===== config.mk =====
export PLATFORM = sky130hd
export DESIGN_NAME = jtdsp16_pcseq_flat
export DESIGN_NICKNAME = d
export VERILOG_FILES = /design/src/rtl/jtdsp16_pkg.sv /design/src/rtl/jtdsp16_pcseq_if.sv /design/src/rtl/jtdsp16_ptadd.sv /design/src/rtl/jtdsp16_pcseq.sv /design/src/flat_wrapper.sv
export SDC_FILE = /design/constraint.sdc
export NUM_CORES = 1
export LEC_CHECK = 0
export CAP_MARGIN = 10
export CORE_UTILIZATION = 54
export CTS_CLUSTER_DIAMETER = 120
export DETAILED_ROUTE_END_ITERATION = 12
export PLACE_DENSITY = 0.86
export REMOVE_ABC_BUFFERS = 1
export SKIP_CTS_REPAIR_TIMING = 1
export SYNTH_ARGS = -nofsm -noshare
export SYNTH_HDL_FRONTEND = slang
export SYNTH_SLANG_ARGS = --single-unit

===== constraint.sdc =====
create_clock -name clk -period 6.1 [get_ports clk]
set_input_delay 1.22 -clock clk [delete_from_list [all_inputs] [get_ports clk]]
set_output_delay 1.22 -clock clk [all_outputs]
set_load 0.02 [all_outputs]

===== src/rtl/jtdsp16_pkg.sv =====
// jtdsp16_pkg
// Shared definitions for the JTDSP16 program sequencer:
//   - b_op_e  : subtype carried in b_field with goto_b (values 4-7 are no-ops)
//   - xreg_e  : register selected by r_field for imm_load/ram_load
//   - pc_src_e: where the next PC comes from, in priority order
//   - DEF_RST_VEC / DEF_IRQ_VEC: default reset and interrupt vectors
package jtdsp16_pkg;

  typedef enum logic [2:0] {
    B_RET    = 3'd0,
    B_IRET   = 3'd1,
    B_GOPT   = 3'd2,
    B_CALLPT = 3'd3
  } b_op_e;

  typedef enum logic [2:0] {
    XR_PT = 3'd0,
    XR_PR = 3'd1,
    XR_PI = 3'd2,
    XR_I  = 3'd3
  } xreg_e;

  typedef enum logic [2:0] {
    PC_SRC_INC  = 3'd0,
    PC_SRC_HOLD = 3'd1,
    PC_SRC_IRQ  = 3'd2,
    PC_SRC_JA   = 3'd3,
    PC_SRC_PR   = 3'd4,
    PC_SRC_PI   = 3'd5,
    PC_SRC_PT   = 3'd6
  } pc_src_e;

  localparam logic [15:0] DEF_RST_VEC = 16'h0000;
  localparam logic [15:0] DEF_IRQ_VEC = 16'h0001;

  // Sign-extend the 12-bit increment register to the 16-bit address width.
  function automatic logic [15:0] sext_i(input logic [11:0] inc);
    return {{4{inc[11]}}, inc};
  endfunction

endpackage


===== src/rtl/jtdsp16_pcseq_if.sv =====
// jtdsp16_pcseq_if
// Bundle between the instruction decoder (master) and the program
// sequencer (slave).
//   Decoder -> sequencer: goto_ja, call_ja, goto_b, b_field, i_field,
//                         pc_halt, imm_load, ram_load, r_field, load_data,
//                         pt_inc, irq (external request routed alongside)
//   Sequencer -> decoder: rom_addr, pr, pi, pt, i_reg, in_irq, irq_ack
interface jtdsp16_pcseq_if;

  logic        goto_ja;
  logic        call_ja;
  logic        goto_b;
  logic [2:0]  b_field;
  logic [11:0] i_field;
  logic        pc_halt;
  logic        imm_load;
  logic        ram_load;
  logic [2:0]  r_field;
  logic [15:0] load_data;
  logic        pt_inc;
  logic        irq;

  logic [15:0] rom_addr;
  logic [15:0] pr;
  logic [15:0] pi;
  logic [15:0] pt;
  logic [11:0] i_reg;
  logic        in_irq;
  logic        irq_ack;

  modport master (
    output goto_ja, call_ja, goto_b, b_field, i_field, pc_halt,
           imm_load, ram_load, r_field, load_data, pt_inc, irq,
    input  rom_addr, pr, pi, pt, i_reg, in_irq, irq_ack
  );

  modport slave (
    input  goto_ja, call_ja, goto_b, b_field, i_field, pc_halt,
           imm_load, ram_load, r_field, load_data, pt_inc, irq,
    output rom_addr, pr, pi, pt, i_reg, in_irq, irq_ack
  );

endinterface


===== src/rtl/jtdsp16_ptadd.sv =====
// jtdsp16_ptadd
// PT post-increment adder: sum = pt + sext(inc), modulo 2^16.
// Kept separate so the table-read path can reuse it.
//   pt  in  16  current table pointer
//   inc in  12  signed increment (I register)
//   sum out 16  incremented pointer
module jtdsp16_ptadd
  import jtdsp16_pkg::*;
(
  input  logic [15:0] pt,
  input  logic [11:0] inc,
  output logic [15:0] sum
);

  assign sum = pt + sext_i(inc);

endmodule


===== src/rtl/jtdsp16_pcseq.sv =====
// jtdsp16_pcseq
// Program sequencer for the JTDSP16 core. Owns PC, PR, PI, PT and I,
// drives the program ROM address and handles external interrupt entry.
//   clk    in  system clock
//   rst_n  in  asynchronous active-low reset
//   cen    in  clock enable qualifying every state update
//   bus    slave side of jtdsp16_pcseq_if (decoder strobes in,
//          rom_addr / register contents / interrupt status out)
// Parameters: RST_VEC (PC after reset), IRQ_VEC (PC on interrupt entry).
module jtdsp16_pcseq
  import jtdsp16_pkg::*;
#(
  parameter logic [15:0] RST_VEC = DEF_RST_VEC,
  parameter logic [15:0] IRQ_VEC = DEF_IRQ_VEC
) (
  input  logic              clk,
  input  logic              rst_n,
  input  logic              cen,
  jtdsp16_pcseq_if.slave    bus
);

  logic [15:0] pc, pr, pi, pt;
  logic [11:0] i_reg;
  logic        in_irq, irq_ack, slot;

  logic [15:0] pc_nxt, pr_nxt, pi_nxt, pt_nxt;
  logic [11:0] i_nxt;
  logic        in_irq_nxt, irq_ack_nxt, slot_nxt;

  logic [15:0] pt_sum;
  pc_src_e     pc_src;

  logic ja_jump, b_jump, any_jump;
  logic is_call, is_iret, irq_take, load_en;

  jtdsp16_ptadd u_ptadd (
    .pt  (pt),
    .inc (i_reg),
    .sum (pt_sum)
  );

  // Strobe decode. goto_b only counts as a jump for subtypes 0-3; the
  // B-type subtypes (ireturn, call PT) are only honoured when no J-type
  // jump is present, since call_ja/goto_ja outrank goto_b.
  always_comb begin
    ja_jump  = bus.call_ja | bus.goto_ja;
    b_jump   = bus.goto_b & ~bus.b_field[2];
    any_jump = ja_jump | b_jump;
    is_call  = bus.call_ja | (b_jump & ~ja_jump & (bus.b_field == B_CALLPT));
    is_iret  = b_jump & ~ja_jump & (bus.b_field == B_IRET);
    // The word fetched in the slot after a jump is discarded, so an
    // interrupt taken there would save a bogus return address.
    irq_take = bus.irq & ~in_irq & ~slot & ~any_jump & ~bus.pc_halt;
    load_en  = bus.imm_load | bus.ram_load;
  end

  // Select the PC source: jumps beat interrupt entry, which beats halt.
  always_comb begin
    pc_src = PC_SRC_INC;
    if (ja_jump) begin
      pc_src = PC_SRC_JA;
    end else if (b_jump) begin
      case (bus.b_field[1:0])
        2'd0:    pc_src = PC_SRC_PR;
        2'd1:    pc_src = PC_SRC_PI;
        default: pc_src = PC_SRC_PT;
      endcase
    end else if (irq_take) begin
      pc_src = PC_SRC_IRQ;
    end else if (bus.pc_halt) begin
      pc_src = PC_SRC_HOLD;
    end
  end

  always_comb begin
    pc_nxt = pc + 16'd1;
    case (pc_src)
      PC_SRC_JA:   pc_nxt = {pc[15:12], bus.i_field};
      PC_SRC_PR:   pc_nxt = pr;
      PC_SRC_PI:   pc_nxt = pi;
      PC_SRC_PT:   pc_nxt = pt;
      PC_SRC_IRQ:  pc_nxt = IRQ_VEC;
      PC_SRC_HOLD: pc_nxt = pc;
      default:     pc_nxt = pc + 16'd1;
    endcase
  end

  // Register file updates. Loads land first; a call then overrides a PR
  // load and interrupt entry overrides a PI load.
  always_comb begin
    pr_nxt = pr;
    pi_nxt = pi;
    pt_nxt = pt;
    i_nxt  = i_reg;

    if (load_en) begin
      case (bus.r_field)
        XR_PT:   pt_nxt = bus.load_data;
        XR_PR:   pr_nxt = bus.load_data;
        XR_PI:   pi_nxt = bus.load_data;
        XR_I:    i_nxt  = bus.load_data[11:0];
        default: ;
      endcase
    end

    if (bus.pt_inc && !(load_en && bus.r_field == XR_PT)) begin
      pt_nxt = pt_sum;
    end

    if (is_call) begin
      pr_nxt = pc;
    end

    if (irq_take) begin
      pi_nxt = pc;
    end
  end

  always_comb begin
    in_irq_nxt = in_irq;
    if (irq_take) begin
      in_irq_nxt = 1'b1;
    end else if (is_iret) begin
      in_irq_nxt = 1'b0;
    end
    irq_ack_nxt = irq_take;
    slot_nxt    = any_jump;
  end

  always_ff @(posedge clk or negedge rst_n) begin
    if (!rst_n) begin
      pc      <= RST_VEC;
      pr      <= 16'h0000;
      pi      <= 16'h0000;
      pt      <= 16'h0000;
      i_reg   <= 12'h000;
      in_irq  <= 1'b0;
      irq_ack <= 1'b0;
      slot    <= 1'b0;
    end else if (cen) begin
      pc      <= pc_nxt;
      pr      <= pr_nxt;
      pi      <= pi_nxt;
      pt      <= pt_nxt;
      i_reg   <= i_nxt;
      in_irq  <= in_irq_nxt;
      irq_ack <= irq_ack_nxt;
      slot    <= slot_nxt;
    end
  end

  assign bus.rom_addr = pc;
  assign bus.pr       = pr;
  assign bus.pi       = pi;
  assign bus.pt       = pt;
  assign bus.i_reg    = i_reg;
  assign bus.in_irq   = in_irq;
  assign bus.irq_ack  = irq_ack;

endmodule


===== src/flat_wrapper.sv =====
// flat-port wrapper written by rule: the top's interface ports become plain ports
module jtdsp16_pcseq_flat import jtdsp16_pkg::*;
#(
  parameter logic [15:0] RST_VEC = DEF_RST_VEC,
  parameter logic [15:0] IRQ_VEC = DEF_IRQ_VEC
)
  (clk, rst_n, cen, bus_goto_ja, bus_call_ja, bus_goto_b, bus_b_field, bus_i_field, bus_pc_halt, bus_imm_load, bus_ram_load, bus_r_field, bus_load_data, bus_pt_inc, bus_irq, bus_rom_addr, bus_pr, bus_pi, bus_pt, bus_i_reg, bus_in_irq, bus_irq_ack);
  jtdsp16_pcseq_if bus_i ();
  input  logic clk;
  input  logic rst_n;
  input  logic cen;
  input wire logic [$bits(bus_i.goto_ja)-1:0] bus_goto_ja;
  input wire logic [$bits(bus_i.call_ja)-1:0] bus_call_ja;
  input wire logic [$bits(bus_i.goto_b)-1:0] bus_goto_b;
  input wire logic [$bits(bus_i.b_field)-1:0] bus_b_field;
  input wire logic [$bits(bus_i.i_field)-1:0] bus_i_field;
  input wire logic [$bits(bus_i.pc_halt)-1:0] bus_pc_halt;
  input wire logic [$bits(bus_i.imm_load)-1:0] bus_imm_load;
  input wire logic [$bits(bus_i.ram_load)-1:0] bus_ram_load;
  input wire logic [$bits(bus_i.r_field)-1:0] bus_r_field;
  input wire logic [$bits(bus_i.load_data)-1:0] bus_load_data;
  input wire logic [$bits(bus_i.pt_inc)-1:0] bus_pt_inc;
  input wire logic [$bits(bus_i.irq)-1:0] bus_irq;
  output wire logic [$bits(bus_i.rom_addr)-1:0] bus_rom_addr;
  output wire logic [$bits(bus_i.pr)-1:0] bus_pr;
  output wire logic [$bits(bus_i.pi)-1:0] bus_pi;
  output wire logic [$bits(bus_i.pt)-1:0] bus_pt;
  output wire logic [$bits(bus_i.i_reg)-1:0] bus_i_reg;
  output wire logic [$bits(bus_i.in_irq)-1:0] bus_in_irq;
  output wire logic [$bits(bus_i.irq_ack)-1:0] bus_irq_ack;
  assign bus_i.goto_ja = bus_goto_ja;
  assign bus_i.call_ja = bus_call_ja;
  assign bus_i.goto_b = bus_goto_b;
  assign bus_i.b_field = bus_b_field;
  assign bus_i.i_field = bus_i_field;
  assign bus_i.pc_halt = bus_pc_halt;
  assign bus_i.imm_load = bus_imm_load;
  assign bus_i.ram_load = bus_ram_load;
  assign bus_i.r_field = bus_r_field;
  assign bus_i.load_data = bus_load_data;
  assign bus_i.pt_inc = bus_pt_inc;
  assign bus_i.irq = bus_irq;
  assign bus_rom_addr = bus_i.rom_addr;
  assign bus_pr = bus_i.pr;
  assign bus_pi = bus_i.pi;
  assign bus_pt = bus_i.pt;
  assign bus_i_reg = bus_i.i_reg;
  assign bus_in_irq = bus_i.in_irq;
  assign bus_irq_ack = bus_i.irq_ack;
  jtdsp16_pcseq #(.RST_VEC(RST_VEC), .IRQ_VEC(IRQ_VEC)) u_core (.clk(clk), .rst_n(rst_n), .cen(cen), .bus(bus_i));
endmodule

# --- Yosys cells after proc, flatten, opt, wreduce, memory -nomap -nowiden ---
# Index checks and enable logic that the tools add are counted.
classes:
  n_addsub: 2
  n_eq_ne: 12
  muxes: 17
  bitwise: 20
  reduce_logical: 19
ops:
  columns: ["op", "count"]
  rows:
  - ["$mux 16", 9]
  - ["$pmux 16 s6", 1]
  - ["$add 16x1->16 const B", 1]
  - ["$add 16x16->16", 1]
  - ["$eq 3x2->1 const B", 5]
  - ["$reduce_and 3->1", 5]
  - ["$reduce_bool 2->1", 7]
  - ["$eq 3x1->1 const B", 3]
  - ["$eq 3x3->1 const B", 3]
  - ["$mux 3", 3]
  - ["$and 1x1->1", 8]
  - ["$not 1->1", 8]
  - ["$or 1x1->1", 4]
  - ["$pmux 2 s2", 1]
  - ["$reduce_and 2->1", 2]
  - ["$logic_not 3->1", 1]
  - ["$mux 1", 3]
  - ["$eq 2x1->1 const B", 1]
  - ["$logic_and 1x1->1", 2]
  - ["$logic_not 2->1", 1]
  - ["$logic_not 1->1", 1]
word_totals:
  register_bits: 79
  input_bits: 45
  output_inout_bits: 78
  elab_cells: 79

# --- Depth between registers and ports, before layout ---
# Gate-level depths: netlist (run 1).
logic_depth:
  depth_word: 12
  ltp_mapped: 10
  ltp_nobuf: 10

# --- Cells and area by module ---
# From an unflattened synthesis (run 1), not the netlist that was laid out.
hier_totals:
  hier_cells: 550
  area_unflattened_um2: 5073.6
modules_own_cells:
  columns: ["mod", "instances", "cells_each", "area_per_inst_um2", "seq_area_each_um2"]
  rows:
  - ["jtdsp16_pcseq", 1, 446, 4267.8, 1976.9]
  - ["jtdsp16_ptadd", 1, 104, 805.8, 0.0]

# --- Worst setup path after synthesis (run 1) ---
# No wires, ideal clock.
synth_path:
  kind: "input -> register"
  from: "input bus_ram_load"
  to: "register u_core.pt[12] (netlist: u_core.bus.pt[12])"
  setup_time_ns: 0.126
  t_arrival_ns: 2.599
  required_ns: 5.974
  path_slack_ns: 3.375
  cell_stages: 9
  n_path_buf: 2
  cell_sequence: "nor2_1 > or2_1 > or3_1 > buf_2 > and3_4 > buf_6 > nand3_2 > nor2_1 > a311o_1"
synth_between:
  elab_chain_len: 6
  elab_cells_between_ends: 8
  classes_between: "mux: 1; bitwise: 1; reduce/logical: 6"
synth_lines:
  columns: ["element", "line_no", "rtl"]
  rows:
  - ["from (decl)", "flat_wrapper.sv:19", "input wire logic [$bits(bus_i.ram_load)-1:0] bus_ram_load;"]
  - ["$or 1x1->1 *", "jtdsp16_pcseq.sv:54", "load_en = bus.imm_load | bus.ram_load;"]
  - ["$logic_and 1x1->1", "jtdsp16_pcseq.sv:106", "if (bus.pt_inc && !(load_en && bus.r_field == XR_PT)) begin"]
  - ["$logic_not 1->1", "jtdsp16_pcseq.sv:106", null]
  - ["$logic_and 1x1->1", "jtdsp16_pcseq.sv:106", null]
  - ["$reduce_bool 2->1 (no source line)", null, null]
  - ["$reduce_and 3->1 (no source line)", null, null]
  - ["to (signal assigned)", "jtdsp16_pcseq.sv:144", "pt <= pt_nxt;"]
  - ["to (decl)", "jtdsp16_pcseq.sv:22", "logic [15:0] pc, pr, pi, pt;"]
# Every way passes the cells marked *; elsewhere a longest branch is shown, timed or not.
# A chain may end at the register's enable or synchronous reset.

# --- Final worst setup path (run 1) ---
layout_path:
  from: "input bus_call_ja"
  to: "register u_core.pi[8] (netlist: u_core.bus.pi[8])"
layout_between:
  elab_chain_len: 7
  elab_cells_between_ends: 9
  classes_between: "mux: 1; bitwise: 5; reduce/logical: 3"
layout_lines:
  columns: ["element", "line_no", "rtl"]
  rows:
  - ["from (decl)", "flat_wrapper.sv:13", "input wire logic [$bits(bus_i.call_ja)-1:0] bus_call_ja;"]
  - ["$or 1x1->1 *", "jtdsp16_pcseq.sv:46", "ja_jump = bus.call_ja | bus.goto_ja;"]
  - ["$or 1x1->1 *", "jtdsp16_pcseq.sv:48", "any_jump = ja_jump | b_jump;"]
  - ["$not 1->1 *", "jtdsp16_pcseq.sv:53", "irq_take = bus.irq & ~in_irq & ~slot & ~any_jump & ~bus.pc_halt;"]
  - ["$and 1x1->1 * (2 in series)", "jtdsp16_pcseq.sv:53", null]
  - ["$reduce_bool 2->1 (no source line)", null, null]
  - ["$reduce_and 3->1 (no source line)", null, null]
  - ["to (signal assigned)", "jtdsp16_pcseq.sv:143", "pi <= pi_nxt;"]
  - ["to (decl)", "jtdsp16_pcseq.sv:22", null]
# Marks and branches as above.

==> metrics.cfg, run 1 <==
[run_status]
status=finished clean

[power]
ir_drop_mv=0.270
power_leakage_nw=2.65
pwr-share-clk_pct=16.7
intPower_w=0.00141
cellPowerDensity_nw_per_um2=389
combPwrFrac_pct=48.6
sw_frac_of_total_pct=42.0
seq_power_share_pct=34.7
p_switching_w=0.00102

[worst_setup_path]
crit_family=simple AND/OR/NAND/NOR gates
critPathCapture=u_core.bus.pi[8]
cp-start-kind=primary input
path_cells=clkdlybuf4s50_1 > or2_1 > nor2_1 > nand2_2 > o21ai_0 > nand2_1 > o21ai_0
r2r_start=u_core.bus.in_irq
cp-startpoint=bus_call_ja
crit_cells=7
crit_top_cell=o21ai_0
rrSetupSlack_ps=3420
worst-path-buf-inv=1
arrival_ps=4360
r2r_cells=6
cp_slowest_stage_delay_ps=730
endpoint_kind=flop
reg2reg_to=u_core.bus.pi[8]
path_max_fanout=32
cp_slowest_cell=nand2_1
critPathRequiredTime_ps=6290
critPathKind=in -> reg

[route]
viasPerCell=6.43
antenna_left=0
drc_errors=0
first_pass_iters=5
post_drt_wl_per_cell_um=20.3
wirelength_mm=15.0
vias=4750
drt-initial-drc-count=385

[yosys]
synthCells=521
seq_area_frac_synth_pct=41.0
synth.avg_cell_area_um2=9.26
ys_warn_count=0
synth_seq_cells=79
synthDistinctLibCells=61
synth-edff-count=0
synth_area_um2=4820
async_flop_share_pct=100
synth_top_flop_cell=dfrtp_1

[final_layout]
nNetsFinal=689
num_antenna_cells=0
final_layout_size_suffix_gt1_share_pct=6.66
fin_cells=739
finalInstanceArea_um2=6230
multi_input_area_um2=2660
area.growth.synth_to_final_pct=29.2
nFillCells=670
seqCellArea_um2=1980

[floorplanning]
num_io_pins=123
coreArea_um2=8680
die_h_um=96.5
die-area_um2=9310
row_count=34
start_util_pct=55.6
dieWidth_um=96.5

[clocking]
htreeDepth=3
clkTransAtPathRegs_ps=80
clockRootBuffer=clkbuf_8
cts.sinks=79
cts_made_buffers=9
clockBufferDepth=2
clock_latency_ps=360
cts_tree=yes

[global_routing]
grt_pass1_wl_mm=23.3
antenna_found_initial=0
gr-total-overflow=0
grt_max_degree=80
grt_pass1_vias=4691
grtUsageTotal_pct=33.6

[flow_run]
cap_violations=0

[place]
hpwl_mm=10.8
dp_cells=724
gp_congestion=0.956
port_buffers=122
placedInstanceArea_um2=6040

[timing]
rsz0062_at_grt=no
tns_ps=0
fin_crit_ps=4170
drv_slew=0
finalCritPeriodShare_pct=68.3
worstMarginPinSlew_ps=1050
relSlewSlack_pct=29.6
final-hold-violation-count=0
skew_ps=11.0
finalSetupViolCount=0
max_clock_freq_mhz=240

[min_path]
worstHoldPathType=reg -> reg

[through the flow]
step	power [W]	hold WS (ps)	util [%]	setup WS, ps
2_1_floorplan	0.00150	550	-	2540
3_3_place_gp	0.00196	492	69.6	1860
3_5_place_dp	0.00200	499	69.6	1660
4_1_cts	0.00240	516	71.8	2020
5_1_grt	0.00255	547	71.8	1730
6_report	0.00242	518	71.8	1930
[per-layer routing]
metal | share of wire, % | track usage (%) | wire length (um)
met2 | 48 | 55.9 | 7190
met4 | 3.9 | 16.7 | 583
met5 | 0 | 0 | 0
met3 | 8.2 | 4.77 | 1240
met1 | 40 | 42.7 | 6010
[cells in the mapped netlist, drive strengths merged, types with 2 or more instances]
library cell  number  area (um^2)
clkbuf            12         45.0
ha                16          200
dfrtp             79         1980
nor4               2         42.5
a211oi             2         15.0
nand3             11         60.1
a22oi              5         37.5
a21o               4         30.0
xnor2              7         61.3
nand2b             6         45.0
inv                9         33.8
o31ai              2         15.0
o22ai             16          100
nor2              33          126
a21oi             46          230
and3               5         36.3
o21ai             62          310
o211ai             4         30.0
a221oi            12          105
nand4              3         18.8
a222oi             3         30.0
buf               17          111
or2                2         12.5
nand2             74          280
mux2i             32          320
nor3               6         35.0
mux2              12          135
xor2               6         52.6
or3                3         23.8
o41ai              3         26.3
a221o              6         60.1
a311oi             2         17.5
a22o               2         17.5
[how the worst min path moves through the flow]
stage / slack, ps / depth (start not counted) / end / from
after floorplan: 550 / 2 / u_core.slot / u_core.slot
after global placement: 490 / 2 / u_core.bus.pr[10] / u_core.bus.pr[10]
after detailed placement: 500 / 2 / u_core.bus.pi[5] / u_core.bus.pi[5]
after CTS: 520 / 2 / u_core.bus.pi[5] / u_core.bus.pi[5]
after global routing: 550 / 2 / u_core.bus.pr[13] / u_core.bus.pr[13]
final: 520 / 2 / u_core.bus.pi[5] / u_core.bus.pi[5]
[worst reg2reg max path, cell delays in order, from the launching register on]
cell and delay [ps]:
dfrtp_1 430, nor4b_4 460, nand2_2 470, o21ai_0 210
nand2_1 570, nand2_1 270, o21ai_0 120
[layout make-up]
cell class | instances | share of cell area [%]
Inverter | 9 | 0.542
Timing Repair Buffer | 124 | 19.8
Tap cell | 108 | 2.17
Multi-Input combinational cell | 404 | 42.6
Sequential cell | 79 | 31.7
Clock buffer | 11 | 2.43
Clock inverter | 4 | 0.723
[power groups by stage]
stage                     registers, W  clock network [W]  logic (W)
after floorplan               0.000942                  0   0.000558
after global placement        0.000838                  0    0.00112
after global routing          0.000851           0.000426    0.00128
after detailed placement      0.000840                  0    0.00116
after CTS                     0.000830           0.000403    0.00117
final                         0.000841           0.000405    0.00118
[kinds of logic (layout without fill, tap and decap cells)]
family          count (synthesis)  after routing  synth area share (%)
simple gates                  150            150                  15.2
buf+inv                        38            148                  3.94
fa+ha+maj                      17             17                  4.57
flops                          79             79                  41.0
mux                            44             44                  9.44
compound gates                180            180                  23.5
xor+xnor                       13             13                  2.36
[layout by cell type (no fill, tap or decap), types with 6 or more instances in the layout]
cell,Yosys,final
clkdlybuf4s50_1,0,121
inv_1,9,9
o21ai_0,56,55
nand2_1,73,73
dfrtp_1,79,79
o22ai_1,16,16
a221o_1,6,6
ha_1,16,16
a221oi_1,12,12
o21ai_1,6,7
clkbuf_8,0,11
mux2i_1,32,32
a21oi_1,46,46
xnor2_1,7,7
nor2_1,32,32
xor2_1,6,6
mux2_2,12,12
nand3_1,10,10
(Power assumes the default switching activity.)
==> inputs of run 2 (changes only) <==
- CORE_UTILIZATION: 54 -> 45
- PLACE_DENSITY: 0.86 -> 0.76
- clock period: 6.1 -> 3.8 ns (I/O delays scaled with it)
==> run 2 against run 1 <==
  * Worst setup slack lost 1100 ps
  * Core utilization shrank 11 points
  * Final cell count grew 4.9%
  * Global-route usage shrank 5.4 points
==> metrics.cfg, run 2 (synthesis results as in run 1) <==
[worst_setup_path]
path_max_fanout=19  ; -41%
endpoint_kind=flop
crit_top_cell=o21ai_0
critPathRequiredTime_ps=4080  ; -2210 ps
critPathKind=in -> reg
cp_slowest_cell=nor4_4
crit_family=simple AND/OR/NAND/NOR gates
cp-start-kind=primary input
arrival_ps=3220  ; -1140 ps
path_cells=clkdlybuf4s50_1 > or2_1 > nor4_4 > buf_4 > a22oi_1 > nand2_1 > o21ai_0 > o21ai_0
cp_slowest_stage_delay_ps=790  ; +60 ps
worst-path-buf-inv=2  ; +1

[global_routing]
grtUsageTotal_pct=28.2  ; -5.4 points
gr-total-overflow=0  ; unchanged
grt_pass1_vias=4644  ; -1.0%
grt_pass1_wl_mm=24.2  ; +3.8%
antenna_found_initial=0  ; unchanged
grt_max_degree=80  ; unchanged

[final_layout]
nNetsFinal=697  ; +1.2%
num_antenna_cells=0  ; unchanged
area.growth.synth_to_final_pct=31.8
final_common_cell=clkdlybuf4s50_1
finalInstanceArea_um2=6360  ; +2.0%
layout_common_cells=121 x clkdlybuf4s50_1, 79 x dfrtp_1, 73 x nand2_1
final_layout_size_suffix_gt1_share_pct=7.51  ; +0.86 points
fin_util_pct=61.3  ; -11 points

[min_path]
worstHoldPathType=reg -> reg

[floorplanning]
dieWidth_um=106  ; +9.3%
die-area_um2=11100  ; +20%
coreArea_um2=10400  ; +19%
num_io_pins=123  ; unchanged
row_count=37  ; +8.8%
start_util_pct=46.5  ; -9.1 points
die_h_um=106  ; +9.3%

[route]
first_pass_iters=5  ; unchanged
post_drt_wl_per_cell_um=19.7  ; -3.1%
wirelength_mm=15.3  ; +1.6%
vias=4641  ; -2.3%
drc_errors=0  ; unchanged
drt-initial-drc-count=260  ; -32%
antenna_left=0  ; unchanged
viasPerCell=5.99  ; -6.8%

[place]
post-place-ws_ps=524  ; -1130 ps
port_buffers=122  ; unchanged
gp_congestion=0.887  ; -7.2%
placedInstanceArea_um2=6130  ; +1.6%
hpwl_mm=11.3  ; +4.7%

[flow_run]
cap_violations=0  ; unchanged

[power]
ir_drop_mv=0.358  ; +33%
cellPowerDensity_nw_per_um2=625  ; +61%
power_leakage_nw=2.70  ; +1.8%

[timing]
finalCritPeriodShare_pct=77.4
final-hold-violation-count=0  ; unchanged
fin_crit_ps=2940
worstMarginPinSlew_ps=1020  ; -37.1 ps
skew_ps=8.05  ; -2.91 ps
tns_ps=0  ; unchanged
hold_slack_ps=517  ; -1.92 ps
max_clock_freq_mhz=340
rsz0062_at_grt=no
final.setup.worst_slack_ps=861  ; -1070 ps
finalSetupViolCount=0  ; unchanged
drv_slew=0  ; unchanged
relSlewSlack_pct=32.3  ; +2.7 points

[run_status]
status=finished clean

[clocking]
htreeDepth=3  ; unchanged
clockRootBuffer=clkbuf_8
clockBufferDepth=2  ; unchanged
cts_tree=yes
cts_made_buffers=9  ; unchanged
clock_latency_ps=350  ; about the same
cts.sinks=79  ; unchanged
clkTransAtPathRegs_ps=80  ; about the same

## run 2: cell count changes in the layout (fill, tap and decap cells not counted), sizes merged
cell,previous run,this run
bufinv,1,3
clkinv,3,1
buf,3,11
## run 2: cell type report
cell class                      instances  area [um^2]
Inverter                                9         33.8
Tap cell                              136          170
Multi-Input combinational cell        404         2660
Clock buffer                           11          131
Clock inverter                          4         95.1
Fill cell                             906         4010
Sequential cell                        79         1980
Timing Repair Buffer                  132         1290
## run 2: final timing paths
kind	from	end	slack, ps	cells after the start
worst max-delay path	bus_goto_ja	u_core.bus.rom_addr[1]	860	8
worst max register to register	u_core.bus.pt[0]	u_core.bus.pt[12]	1290	10
max in group asynchronous	rst_n	u_core.bus.i_reg[5]	2580	1
min in group asynchronous	rst_n	u_core.bus.pr[11]	560	1
worst min-delay path	u_core.bus.pi[10]	u_core.bus.pi[10]	520	2
worst min register to register	u_core.bus.pi[10]	u_core.bus.pi[10]	520	2
## run 2: tightest hold or removal path, cell delays in order (launching register included)
cell and delay, ps:
dfrtp_1 370, nand2_1 50, o21ai_0 60
## run 2: per-stage QoR
step,total power (W),instances
final,0.00397,775
after global routing,0.00420,775
after CTS,0.00396,775
after detailed placement,0.00322,760
after global placement,0.00318,760
after floorplan,0.00241,492
## run 2: layer usage
| layer | GRT usage, % | part of all wire, % | vias up |
|---|---|---|---|
| li1 | - | - | 2160 |
| met5 | 0 | 0 | - |
| met3 | 5.57 | 7.3 | 28 |
| met4 | 8.53 | 1.9 | 0 |
| met1 | 37.4 | 42 | 2255 |
| met2 | 46.6 | 49 | 198 |
## run 2: report_power, final
part           switching [W]  leakage [nW]  internal, W
combinational       0.000998          1.63     0.000876
sequential          0.000308         0.956      0.00105
clock               0.000310         0.113     0.000433
==> inputs of run 3 (changes only) <==
- CORE_UTILIZATION: 45 -> 50
- PLACE_DENSITY: 0.76 -> 0.8
- clock period: 3.8 -> 2.8 ns (I/O delays scaled with it)
==> run 3 against run 2 <==
  * Final cell count rose by 1.4%
  * Die area down 9.8%
  * Sequential cell count did not move
  * Global-route usage increased by 3.5 points
  * Critical path type is now reg -> reg
  * Highest routed layer unchanged
==> metrics.cfg, run 3 (synthesis results as in run 1) <==
[place]
gp_congestion=0.880  ; -0.79%
hpwl_mm=11.5  ; +1.2%
port_buffers=122  ; unchanged

[worst_setup_path]
endpoint_kind=flop
critPathKind=reg -> reg
critPathRequiredTime_ps=3030  ; -1050 ps
arrival_ps=2740  ; -480 ps
r2r_cells=10  ; unchanged
path_max_fanout=4  ; -15
cp-start-kind=flop

[timing]
finalCritPeriodShare_pct=89.6
tns_ps=0  ; unchanged
drv_slew=0  ; unchanged
skew_ps=9.49  ; +1.43 ps
finalSetupViolCount=0  ; unchanged
hold_slack_ps=368  ; -148 ps
final-hold-violation-count=0  ; unchanged
worstMarginPinSlew_ps=1010  ; -7.48 ps
relSlewSlack_pct=32.8  ; +0.50 points
rsz0062_at_grt=no
fin_crit_ps=2510
max_clock_freq_mhz=399

[route]
drc_errors=0  ; unchanged
wirelength_mm=15.4  ; +0.85%
antenna_left=0  ; unchanged
vias=4772  ; +2.8%
viasPerCell=6.07  ; +1.4%
first_pass_iters=5  ; unchanged
post_drt_wl_per_cell_um=19.6  ; -0.56%
drt-initial-drc-count=259  ; -0.38%

[power]
cellPowerDensity_nw_per_um2=820  ; +31%
intPower_w=0.00306  ; +30%
combPwrFrac_pct=48.8  ; +1.7 points
seq_power_share_pct=34.7  ; +0.5 points
power_leakage_nw=2.76  ; +2.3%
p_switching_w=0.00223  ; +38%
pwr-share-clk_pct=16.5  ; -2.2 points
total_power_w=0.00529  ; +33%
sw_frac_of_total_pct=42.1  ; +1.4 points
ir_drop_mv=0.549  ; +53%

[global_routing]
grt_max_degree=80  ; unchanged
grt_pass1_vias=4684  ; +0.86%
grt_pass1_wl_mm=24.7  ; +2.1%
antenna_found_initial=0  ; unchanged
grtUsageTotal_pct=31.7  ; +3.5 points
gr-total-overflow=0  ; unchanged

[clocking]
cts.sinks=79  ; unchanged
cts_made_buffers=9  ; unchanged
clockBufferDepth=2  ; unchanged
clkTransAtPathRegs_ps=80  ; about the same
cts_tree=yes
clock_latency_ps=350  ; about the same
htreeDepth=3  ; unchanged
clockRootBuffer=clkbuf_8

[floorplanning]
coreArea_um2=9280  ; -10%
row_count=35  ; -5.4%
die_h_um=100  ; -5.0%
die-area_um2=10000  ; -9.8%
dieWidth_um=100  ; -5.0%
start_util_pct=52.0  ; +5.4 points
num_io_pins=123  ; unchanged

[final_layout]
nNetsFinal=714  ; +2.4%
final_layout_size_suffix_gt1_share_pct=10.2  ; +2.7 points
final_common_cell=clkdlybuf4s50_1
fin_util_pct=69.5  ; +8.2 points
num_antenna_cells=0  ; unchanged
area.growth.synth_to_final_pct=33.7
layout_common_cells=121 x clkdlybuf4s50_1, 79 x dfrtp_1, 73 x nand2_1

[run_status]
status=finished clean

[min_path]
worstHoldPathType=in -> async

[flow_run]
cap_violations=0  ; unchanged

-- run 3: layer usage --
layer / vias up / global-route usage (%) / part of all wire, %
met2: 234 / 51.8 / 48
met4: 0 / 11.0 / 2.3
li1: 2196 / - / -
met1: 2315 / 44.0 / 43
met3: 27 / 3.34 / 6.8
met5: - / 0 / 0
-- run 3: per-stage QoR --
| step | cells | setup slack (ps) | instance area, um^2 |
|---|---|---|---|
| after floorplan | 492 | -103 | 4670 |
| after global placement | 770 | 210 | 6250 |
| after detailed placement | 770 | 145 | 6250 |
| after CTS | 786 | 288 | 6450 |
| after global routing | 786 | 120 | 6450 |
| final | 786 | 292 | 6450 |
-- run 3: final timing paths --
path / slack [ps] / to / start
max in group asynchronous: 1760 / u_core.bus.pt[9] / rst_n
setup reg to reg: 290 / u_core.bus.pt[12] / u_core.bus.pt[0]
setup / recovery: 290 / u_core.bus.pt[12] / u_core.bus.pt[0]
hold reg to reg: 520 / u_core.bus.pr[4] / u_core.bus.pr[4]
min in group clk: 520 / u_core.bus.pr[4] / u_core.bus.pr[4]
hold / removal: 370 / u_core.bus.pr[14] / rst_n
-- run 3: worst max-delay path, cell delays in order (launching register included) --
cell and delay (ps):
dfrtp_1 450, ha_1 250, inv_1 70, fa_1 400, nand2b_1 180, a21oi_1 180
or3_1 140, a31o_1 220, o21ba_1 160, nor2_1 50, a311o_1 310
-- run 3: power groups by stage --
stage	registers, W	clock network [W]	logic, W
after detailed placement	0.00185	0	0.00255
after floorplan	0.00205	0	0.00122
after global routing	0.00187	0.000927	0.00281
after global placement	0.00184	0	0.00248
after CTS	0.00182	0.000882	0.00257
final	0.00183	0.000875	0.00258
-- run 3: cell type report --
type                       count  area, um^2
tap                          129         161
inverter                       9        33.8
sequential                    79        1980
multi-input combinational    404        2660
clock buffer                  11         141
timing repair buffer         149        1420
fill                         749        2840
clock inverter                 5        57.6
